[config.mk]
export PLATFORM = sky130hd
export DESIGN_NAME = clock_div_controller
export DESIGN_NICKNAME = d
export VERILOG_FILES = /design/src/rtl/clock_div_pkg.sv /design/src/rtl/div_counter.sv /design/src/rtl/clock_div_controller.sv
export SDC_FILE = /design/constraint.sdc
export NUM_CORES = 1
export LEC_CHECK = 0
export ABC_AREA = 0
export BUFFER_PORTS_ARGS = -buffer_cell sky130_fd_sc_hd__buf_2
export CORE_UTILIZATION = 64
export DETAILED_ROUTE_END_ITERATION = 16
export GPL_ROUTABILITY_DRIVEN = 0
export PLACE_DENSITY = 0.91
export SKIP_CTS_REPAIR_TIMING = 1
export SLEW_MARGIN = 20
export SYNTH_ARGS = -nofsm -noshare
export SYNTH_HDL_FRONTEND = slang
export SYNTH_SLANG_ARGS = --single-unit
[constraint.sdc]
create_clock -name clk_in -period 5.7 [get_ports clk_in]
set_input_delay 0.855 -clock clk_in [delete_from_list [all_inputs] [get_ports clk_in]]
set_output_delay 0.855 -clock clk_in [all_outputs]
set_load 0.02 [all_outputs]
[src/rtl/clock_div_pkg.sv]
// Shared types and helpers for the programmable clock-enable scheduler.
package clock_div_pkg;

    typedef enum logic [1:0] {
        IDLE = 2'd0,
        RUN  = 2'd1,
        DONE = 2'd2
    } state_t;

    localparam int unsigned CLK_HZ = 100_000_000;

    // Half-period divisor that yields a square wave of the requested frequency.
    function automatic logic [31:0] hz_to_div(input logic [31:0] hz);
        return 32'(CLK_HZ / (32'd2 * hz));
    endfunction

endpackage

[src/rtl/div_counter.sv]
// Free-running divider counter with terminal-count flag and synchronous clear.
module div_counter #(
    parameter int unsigned CNT_W = 32
) (
    input  logic             clk,
    input  logic             rst_n,
    input  logic             clr,
    input  logic             en,
    input  logic [CNT_W-1:0] div,
    output logic             tc_c
);

    logic [CNT_W-1:0] cnt_q;
    logic [CNT_W-1:0] cnt_d;

    assign tc_c = (cnt_q == div - CNT_W'(1));

    always_comb begin
        cnt_d = cnt_q;
        if (clr) begin
            cnt_d = '0;
        end else if (en) begin
            cnt_d = tc_c ? '0 : cnt_q + CNT_W'(1);
        end
    end

    always_ff @(posedge clk or negedge rst_n) begin
        if (!rst_n) begin
            cnt_q <= '0;
        end else begin
            cnt_q <= cnt_d;
        end
    end

endmodule

[src/rtl/clock_div_controller.sv]
// Configurable start/stop clock-enable scheduler: periodic or one-shot tick plus a
// toggling clk_out, configured through a valid/ready handshake.
module clock_div_controller
    import clock_div_pkg::*;
#(
    parameter int unsigned CNT_W       = 32,
    parameter int unsigned DEFAULT_DIV = 50_000_000
) (
    input  logic             clk_in,
    input  logic             reset_n,
    input  logic             cfg_valid,
    output logic             cfg_ready,
    input  logic [CNT_W-1:0] cfg_div,
    input  logic             cfg_oneshot,
    input  logic             start,
    input  logic             stop,
    output logic             tick,
    output logic             clk_out,
    output logic             busy,
    output logic             done
);

    state_t           state_q, state_d;
    logic [CNT_W-1:0] div_q, div_d;
    logic             oneshot_q, oneshot_d;
    logic             tick_q, tick_d;
    logic             clk_out_q, clk_out_d;
    logic             busy_q, busy_d;
    logic             done_q, done_d;
    logic             cfg_acc;
    logic             tc_c;
    logic             cnt_clr;
    logic             cnt_en;

    assign cfg_ready = (state_q != RUN);
    assign cfg_acc   = cfg_valid && cfg_ready;
    assign cnt_en    = (state_q == RUN);
    assign cnt_clr   = stop || (state_q != RUN);

    div_counter #(
        .CNT_W (CNT_W)
    ) u_div_counter (
        .clk   (clk_in),
        .rst_n (reset_n),
        .clr   (cnt_clr),
        .en    (cnt_en),
        .div   (div_q),
        .tc_c  (tc_c)
    );

    always_comb begin
        state_d   = state_q;
        div_d     = div_q;
        oneshot_d = oneshot_q;
        tick_d    = 1'b0;
        clk_out_d = clk_out_q;

        // A zero divisor is clamped to 1 so the terminal compare never underflows.
        if (cfg_acc) begin
            div_d     = (cfg_div == '0) ? CNT_W'(1) : cfg_div;
            oneshot_d = cfg_oneshot;
        end

        case (state_q)
            IDLE: begin
                if (start && !stop) begin
                    state_d = RUN;
                end
            end
            RUN: begin
                if (stop) begin
                    state_d   = IDLE;
                    clk_out_d = 1'b0;
                end else if (tc_c) begin
                    tick_d    = 1'b1;
                    clk_out_d = !clk_out_q;
                    if (oneshot_q) begin
                        state_d = DONE;
                    end
                end
            end
            DONE: begin
                if (stop) begin
                    state_d = IDLE;
                end else if (start) begin
                    state_d = RUN;
                end else if (cfg_acc) begin
                    state_d = IDLE;
                end
            end
            default: begin
                state_d = IDLE;
            end
        endcase

        busy_d = (state_d == RUN);
        done_d = (state_d == DONE);
    end

    always_ff @(posedge clk_in or negedge reset_n) begin
        if (!reset_n) begin
            state_q   <= IDLE;
            div_q     <= CNT_W'(DEFAULT_DIV);
            oneshot_q <= 1'b0;
            tick_q    <= 1'b0;
            clk_out_q <= 1'b0;
            busy_q    <= 1'b0;
            done_q    <= 1'b0;
        end else begin
            state_q   <= state_d;
            div_q     <= div_d;
            oneshot_q <= oneshot_d;
            tick_q    <= tick_d;
            clk_out_q <= clk_out_d;
            busy_q    <= busy_d;
            done_q    <= done_d;
        end
    end

    assign tick    = tick_q;
    assign clk_out = clk_out_q;
    assign busy    = busy_q;
    assign done    = done_q;

endmodule

### Word level (Yosys, flattened, before mapping)

Index checks and enable logic that the tools add are counted.

* flip-flop bits (word level): 71

* $add $sub $neg: 2
* mux-type cells: 17
* equality and inequality tests: 6
* reductions and logical operators: 10

Operators with widths (number)
* $mux 32: 4
* $add 32x1->32 const B: 1
* $eq 32x32->1: 1
* $logic_not 32->1: 1
* $sub 32x1->32 const B: 1
* $mux 2: 7
* $pmux 2 s3: 1
* $mux 1: 5
* $eq 2x1->1 const B: 2
* $eq 2x2->1 const B: 2
* $reduce_bool 2->1: 2
* $logic_and 1x1->1: 2
* $logic_not 1->1: 2
* $logic_not 2->1: 1
* $ne 2x1->1 const B: 1
* $reduce_and 2->1: 1
* $logic_or 1x1->1: 1

### Longest topological paths before layout

Gate-level depths: netlist (run 1).

* depth in word-level cells: 7
* depth in mapped cells: 11

### Modules after synthesis

From an unflattened synthesis (run 1), not the netlist that was laid out.

* cells, all modules: 551
* area, all modules: 5051.1 um^2

By module, submodules not included
* div_counter: instances 1, sequential area each 800.8 um^2, cells each 445, area each 3328.2 um^2
* clock_div_controller: instances 1, sequential area each 991.0 um^2, cells each 106, area each 1722.9 um^2

### Worst setup path after synthesis (run 1)

No wires, ideal clock.

* kind: reg-to-reg
* start: register div_q[20]
* end: register done_q, in the netlist done
* setup time: 0.077 ns
* arrival time: 3.021 ns
* cell stages (with the launch flop): 10
* path slack: 2.601 ns
* cells stage by stage: dfstp_2 > clkbuf_1 > or4_1 > nor3b_1 > nor4b_1 > xor2_1 > o31a_1 > or4b_1 > or3_1 > a21oi_1

* longest elaborated chain between the ends: 6

Ends and longest elaborated chain
* start: declaration: RTL line clock_div_controller.sv:24 `logic [CNT_W-1:0] div_q, div_d;`
* start signal: assignment: RTL line clock_div_controller.sv:103 `div_q <= CNT_W'(DEFAULT_DIV);`
* start signal: assignment: RTL line clock_div_controller.sv:111 `div_q <= div_d;`
* $sub 32x1->32: RTL line div_counter.sv:16 `assign tc_c = (cnt_q == div - CNT_W'(1));`
* $eq 32x32->1: RTL line div_counter.sv:16
* $mux 2: RTL line clock_div_controller.sv:74 `end else if (tc_c) begin`
* $mux 2: RTL line clock_div_controller.sv:71 `if (stop) begin`
* $pmux 2 s3: RTL line clock_div_controller.sv:64 `case (state_q)`
* $eq 2x2->1: RTL line clock_div_controller.sv:97 `done_d = (state_d == DONE);`
* named net done_d: RTL line clock_div_controller.sv:29 `logic done_q, done_d;`
* end signal: assignment: RTL line clock_div_controller.sv:116 `done_q <= done_d;`
* end: declaration: RTL line clock_div_controller.sv:29

The timed path passes the listed nets, and every way through them passes these cells.
A chain may end at the register's enable or synchronous reset.

### Worst setup path after layout (run 1)

* start: register div_q[0]
* end: register u_div_counter.cnt_q[23]

* longest elaborated chain between the ends: 5

Ends and longest elaborated chain
* $sub 32x1->32: RTL line div_counter.sv:16
* $eq 32x32->1: RTL line div_counter.sv:16
* $mux 32: RTL line div_counter.sv:23 `cnt_d = tc_c ? '0 : cnt_q + CNT_W'(1);`
* $mux 32: RTL line div_counter.sv:22 `end else if (en) begin`
* $mux 32: RTL line div_counter.sv:20 `if (clr) begin`
* end signal: assignment: RTL line div_counter.sv:31 `cnt_q <= cnt_d;`
* end: declaration: RTL line div_counter.sv:13 `logic [CNT_W-1:0] cnt_q;`

Every way passes these cells. The select of a mux whose other input is x is not followed.

==> metrics, run 1 <==
status finished clean; io pins 43; clk slew on worst S/H paths 0.08 ns; Post-DRT Antenna Nets 0; CP Data Required Time 5.94 ns; Power Dens Cells 272 mW/mm^2; PortBufs 42; CTS max path bufs 2; ratio of cells with drive above 1 in the final layout 24.2%; Setup violations, final 0; critical path arrival 4.01 ns; first-pass GRT wire length 16700 microns; clk root buf clkbuf_8; clk_lat worst skew 0.36 ns; CP Class register to register; routed wire length 9780 microns; Total GRT Usage 30.1%; Seq cells post-synth 71; DP Wirelength 6990 microns; CTS Buf Count 9; Top FF cell, synth dfrtp_1; Leak 0.00182 uW; Distinct cells, synth 59; Final Hold Fails 0; Synth Cell Area 0.00426 sq mm; Worst Setup SP div_q[0]$_DFFE_PN0P_; Initial Utilization 66.7%; Synth warnings 0; Post-synth EDFFs 0; Iter 0 DRT Violations 294; vias in the first global route 3433; Std-Cell Rows 29; die height 83.6 microns; Tmin final 3.76 ns; # clock sinks 71; HP Class register to register; Via Count 3500; H-tree levels 3; Synthesized Nets 469; min-delay src oneshot_q$_DFFE_PN0P_; remaining routing DRC violations 0; syn avg cell area 9.93 sq um; Critical Path Source Type register; Via density 6.34; Final period util 66.0%; largest net degree at the start of global routing 72; Rel. slew slack 41.3%; Die Wd 83.6 microns; FMAX 266 MHz; Nets 510; antenna fix cells 0; Die ar. 0.00698 sq mm; measured slew at the worst slew-check pin 0.880 ns; Post-synth ARST share 100%; Worst Skew 0.0110 ns; max-cap violations 0; drt pass-1 iters 5; Layout area overhead 11.3%; post-synthesis cell count 429; final cell utilization of the core 74.2%; WL/cell 17.7 microns; Final Max Slew Viols 0; TritonCTS clock tree yes; crit path capture type register; crit-path max FO 19; Core Box Area 0.00639 sq mm; RSZ-0062 raised after global routing no; setup TNS 0 ns; antenna violations before repair 0; IR drop worst, VDD 0.000189 V; GRT Residual Overflow 0; Reg-to-Reg Start div_q[0]$_DFFE_PN0P_; sequential-to-total area share from yosys stat 42.1%
cell usage after synthesis, types with 2 or more instances:
master / number / share of area (%)
a211o_1: 2 / 0.41
a211oi_1: 2 / 0.35
a21oi_1: 10 / 1.2
and2_1: 2 / 0.29
and3_1: 7 / 1.0
buf_2: 4 / 0.47
buf_6: 2 / 0.53
clkbuf_1: 9 / 0.79
dfrtp_1: 59 / 35
dfstp_2: 12 / 7.4
ha_1: 2 / 0.59
inv_1: 9 / 0.79
mux2_2: 32 / 8.5
mux2i_1: 4 / 0.94
nand2_1: 23 / 2.0
nand2b_1: 4 / 0.59
nand3_1: 18 / 2.1
nand3b_1: 3 / 0.53
nand4_1: 7 / 1.0
nand4b_1: 2 / 0.41
nor2_1: 61 / 5.4
nor2b_1: 6 / 0.88
nor3_1: 7 / 0.82
nor3b_1: 3 / 0.53
nor4_1: 20 / 2.9
nor4_4: 2 / 1.0
nor4b_1: 2 / 0.41
nor4b_2: 2 / 0.71
o21ai_0: 4 / 0.47
o32ai_1: 2 / 0.41
o41ai_1: 2 / 0.41
or2_1: 2 / 0.29
or3_1: 6 / 0.88
or4_1: 4 / 0.71
xnor2_1: 46 / 9.5
xor2_1: 24 / 4.9
power by group:
group	internal [uW]	switching [uW]
combinational	107	108
clock	258	196
sequential	553	67.0
total	918	371
sequential cells by signal (all words and copies together) (netlist names):
| name | count |
|---|---|
| busy | 1 |
| div_q | 32 |
| tick | 1 |
| oneshot_q | 1 |
| u_div_counter.cnt_q | 32 |
| clk_out | 1 |
| done | 1 |
| state_q | 2 |
metal layers:
layer  track usage [%]  part of all wire [%]
met5                 0                     0
met4              13.6                   2.6
met3              4.55                   6.0
met2              48.7                    48
met1              40.3                    43
cell families (layout without fill, tap and decap cells):
logic type	Yosys count	after routing	share of synthesized area, %
multiplexers	36	36	9.40
XOR/XNOR	70	70	14.4
AND/OR/NAND/NOR	189	189	24.6
adder cells (fa/ha/maj)	2	2	0.588
AO/OA/AOI/OAI	37	37	6.35
flip-flops	71	71	42.1
buffers and inverters	24	70	2.59
stage by stage:
stage                     cell area (sq um)  total power (uW)  cells  hold WS [ns]  setup slack, ns
after global placement                 4510               825    536         0.518             2.15
final                                  4740              1290    552         0.535             1.94
after detailed placement               4510               837    536         0.515             2.04
after global routing                   4740              1340    552         0.544             1.50
after CTS                              4740              1290    552         0.540             1.97
after floorplan                        4260               768    429         0.470             2.60
layout by cell type, fill, tap and decap left out, types with 2 or more instances in the layout:
cell and count:
dfrtp_1 59, nor3b_1 3, bufinv_16 2, xor2_1 24
or3_1 6, nand4b_1 2, xnor2_1 46, nor4_1 20
mux2_2 32, nand2b_1 4, o21ai_0 4, o41ai_1 2
nand3_1 18, nand4_1 7, nand2_1 23, a211o_1 2
or2_1 2, a21oi_1 10, nor2_1 61, mux2i_1 4
and3_1 7, nor2b_1 6, o32ai_1 2, and2_1 2
dfstp_2 12, nor4b_2 2, nor3_1 7, nand3b_1 3
inv_1 9, nor4_4 2, buf_4 3, or4_1 4
ha_1 2, buf_2 42, a211oi_1 2, nor4b_1 2
clkbuf_8 10
critical path, cell delays in order, from the launching register on:
cell	delay, ns
dfrtp_1	0.43
inv_1	0.09
ha_1	0.19
nor4b_2	0.68
a21oi_1	0.17
nor4_1	0.33
o2111ai_1	0.18
a221oi_1	0.28
nand4_1	0.27
o21ai_2	0.60
buf_4	0.35
nor2_1	0.08
final cells by class:
cell class	instances	area [sq um]
Fill cell	440	1650
Timing Repair Buffer	45	233
Clock inverter	5	81.3
Multi-Input combinational cell	334	2360
Clock buffer	11	141
Sequential cell	71	1790
Tap cell	77	96.3
Inverter	9	33.8
worst paths after layout:
check | slack, ns | cells after the start | end
max reg2reg | 1.94 | 11 | u_div_counter.cnt_q[23]$_DFFE_PN0P_
min in group asynchronous | 0.67 | 2 | u_div_counter.cnt_q[6]$_DFFE_PN0P_
min | 0.54 | 1 | oneshot_q$_DFFE_PN0P_
min reg2reg | 0.54 | 1 | oneshot_q$_DFFE_PN0P_
max | 1.94 | 11 | u_div_counter.cnt_q[23]$_DFFE_PN0P_
max in group asynchronous | 4.42 | 2 | u_div_counter.cnt_q[10]$_DFFE_PN0P_
Note: power is estimated with default switching activity, not from simulation.
==> inputs of run 2 (changes only) <==
--- a/config.mk
+++ b/config.mk
@@ -7,10 +7,10 @@
 export LEC_CHECK = 0
 export ABC_AREA = 0
 export BUFFER_PORTS_ARGS = -buffer_cell sky130_fd_sc_hd__buf_2
-export CORE_UTILIZATION = 64
+export CORE_UTILIZATION = 59
 export DETAILED_ROUTE_END_ITERATION = 16
 export GPL_ROUTABILITY_DRIVEN = 0
-export PLACE_DENSITY = 0.91
+export PLACE_DENSITY = 0.85
 export SKIP_CTS_REPAIR_TIMING = 1
 export SLEW_MARGIN = 20
 export SYNTH_ARGS = -nofsm -noshare
==> constraint.sdc (replaced) <==
create_clock -name clk_in -period 3.6 [get_ports clk_in]
set_input_delay 0.54 -clock clk_in [delete_from_list [all_inputs] [get_ports clk_in]]
set_output_delay 0.54 -clock clk_in [all_outputs]
set_load 0.02 [all_outputs]
==> run 2 against run 1 <==
Wire length is 2.5% lower; count of clock-buffer cells in the layout stayed put; sequential power is 58% higher; non-clock buffer count is 2 higher; critical path depth is 2 lower; via count is 2.7% lower; sequential share of layout area is 0.22 points lower; global-route usage is 2.5 points lower; total power is 56% higher; largest cell class unchanged.
==> metrics, run 2 (synthesis results as in run 1) <==
status finished clean; routed wire length 9540 microns; CP Data Required Time 3.82 ns; slowest CP cell or4_1; Via density 5.95; post-placement cell area 0.00455 sq mm; critical path arrival 3.46 ns; Final period util 90.0%; Initial Utilization 62.0%; clk_lat worst skew 0.36 ns; H-tree levels 3; ratio of cells with drive above 1 in the final layout 24.4%; fill count 519; WL/cell 16.7 microns; Final Max Slew Viols 0; Via Count 3406; DP Wirelength 6970 microns; antenna fix cells 0; final cell utilization of the core 69.4%; Nets 512; die height 87.0 microns; GRT Residual Overflow 0; HP Class input pin to async pin; Layout area overhead 11.9%; largest net degree at the start of global routing 72; crit-path max FO 31; Hold WS 0.367 ns; Critical Path Source Type register; Core Box Area 0.00687 sq mm; Iter 0 DRT Violations 256; first-pass GRT wire length 15800 microns; IR drop worst, VDD 0.000224 V; most frequent cells in the layout nor2_1 (61), dfrtp_1 (59), xnor2_1 (46); Post-DRT Antenna Nets 0; R2R depth 9; commonest non-fill, non-tap cell in the layout nor2_1; Power Dens Cells 423 mW/mm^2; Rel. slew slack 40.8%; clk slew on worst S/H paths 0.07 ns; TritonCTS clock tree yes; Total GRT Usage 27.6%; # clock sinks 71; CTS Buf Count 9; Setup violations, final 0; Tmin final 3.24 ns; Final Instance Area 0.00476 sq mm; Die Wd 87.0 microns; vias in the first global route 3315; CP max stage delay 0.66 ns; Top Registers div_q x32, u_div_counter.cnt_q x32, state_q x2; crit path capture type register; CP Class register to register; antenna violations before repair 0; Die ar. 0.00756 sq mm; drt pass-1 iters 5; crit-path cells or4_1 -> nor3b_1 -> nor4b_1 -> xor2_1 -> o31a_1 -> or3_1 -> o21ai_2 -> buf_4 -> nor2_1; RSZ-0062 raised after global routing no; io pins 43; measured slew at the worst slew-check pin 0.888 ns; clk root buf clkbuf_8; max-cap violations 0; Final Hold Fails 0; PortBufs 42; CTS max path bufs 2; Leak 0.00183 uW; Worst Skew 0.00910 ns; remaining routing DRC violations 0; FMAX 309 MHz; Std-Cell Rows 30; setup TNS 0 ns
-- run 2: changes by cell type in the layout (fill, tap and decap cells not counted), sizes merged --
cell | previous run | this run
buf | 45 | 47
clkinvlp | 1 | 0
-- run 2: where the power goes --
group	switching, uW	internal [uW]
clock	291	403
combinational	169	170
sequential	104	877
total	565	1450
-- run 2: cell type report --
| cell class | instances | area [sq um] | area share [%] |
|---|---|---|---|
| clock buffer | 11 | 141 | 2.97 |
| clock inverter | 4 | 70.1 | 1.47 |
| inverter | 9 | 33.8 | 0.709 |
| multi-input combinational | 334 | 2360 | 49.5 |
| sequential | 71 | 1790 | 37.6 |
| tap | 96 | 120 | 2.52 |
| timing repair buffer | 47 | 248 | 5.20 |
-- run 2: metal layers --
layer / part of all wire (%) / global-route usage (%)
met1: 44 / 36.6
met2: 48 / 44.1
met5: 0 / 0
met3: 5.9 / 5.78
met4: 2.4 / 11.5
-- run 2: metrics by stage --
| step | std cells | total power, uW | setup slack [ns] |
|---|---|---|---|
| after floorplan | 429 | 1220 | 0.501 |
| after global placement | 557 | 1310 | 0.469 |
| after detailed placement | 557 | 1330 | 0.383 |
| after CTS | 572 | 2020 | 0.358 |
| after global routing | 572 | 2110 | 0.176 |
| final | 572 | 2010 | 0.361 |
-- run 2: path summary, 6_finish.rpt --
path / from / to / slack (ns)
setup / recovery: div_q[20]$_DFFE_PN1P_ / u_div_counter.cnt_q[22]$_DFFE_PN0P_ / 0.36
hold / removal: reset_n / div_q[4]$_DFFE_PN0P_ / 0.37
setup reg to reg: div_q[20]$_DFFE_PN1P_ / u_div_counter.cnt_q[22]$_DFFE_PN0P_ / 0.36
hold reg to reg: oneshot_q$_DFFE_PN0P_ / oneshot_q$_DFFE_PN0P_ / 0.52
max in group asynchronous: reset_n / u_div_counter.cnt_q[30]$_DFFE_PN0P_ / 2.63
min in group clk_in: cfg_oneshot / oneshot_q$_DFFE_PN0P_ / 0.42
-- run 2: critical path, delay by kind of cell, from the launching register on --
family / cells / cell delay (ns)
buffers and inverters: 1 / 0.33
DFF: 1 / 0.41
AOI/OAI and AO/OA: 2 / 0.44
xor gates and xnor gates: 1 / 0.11
and+or+nand+nor: 5 / 1.80
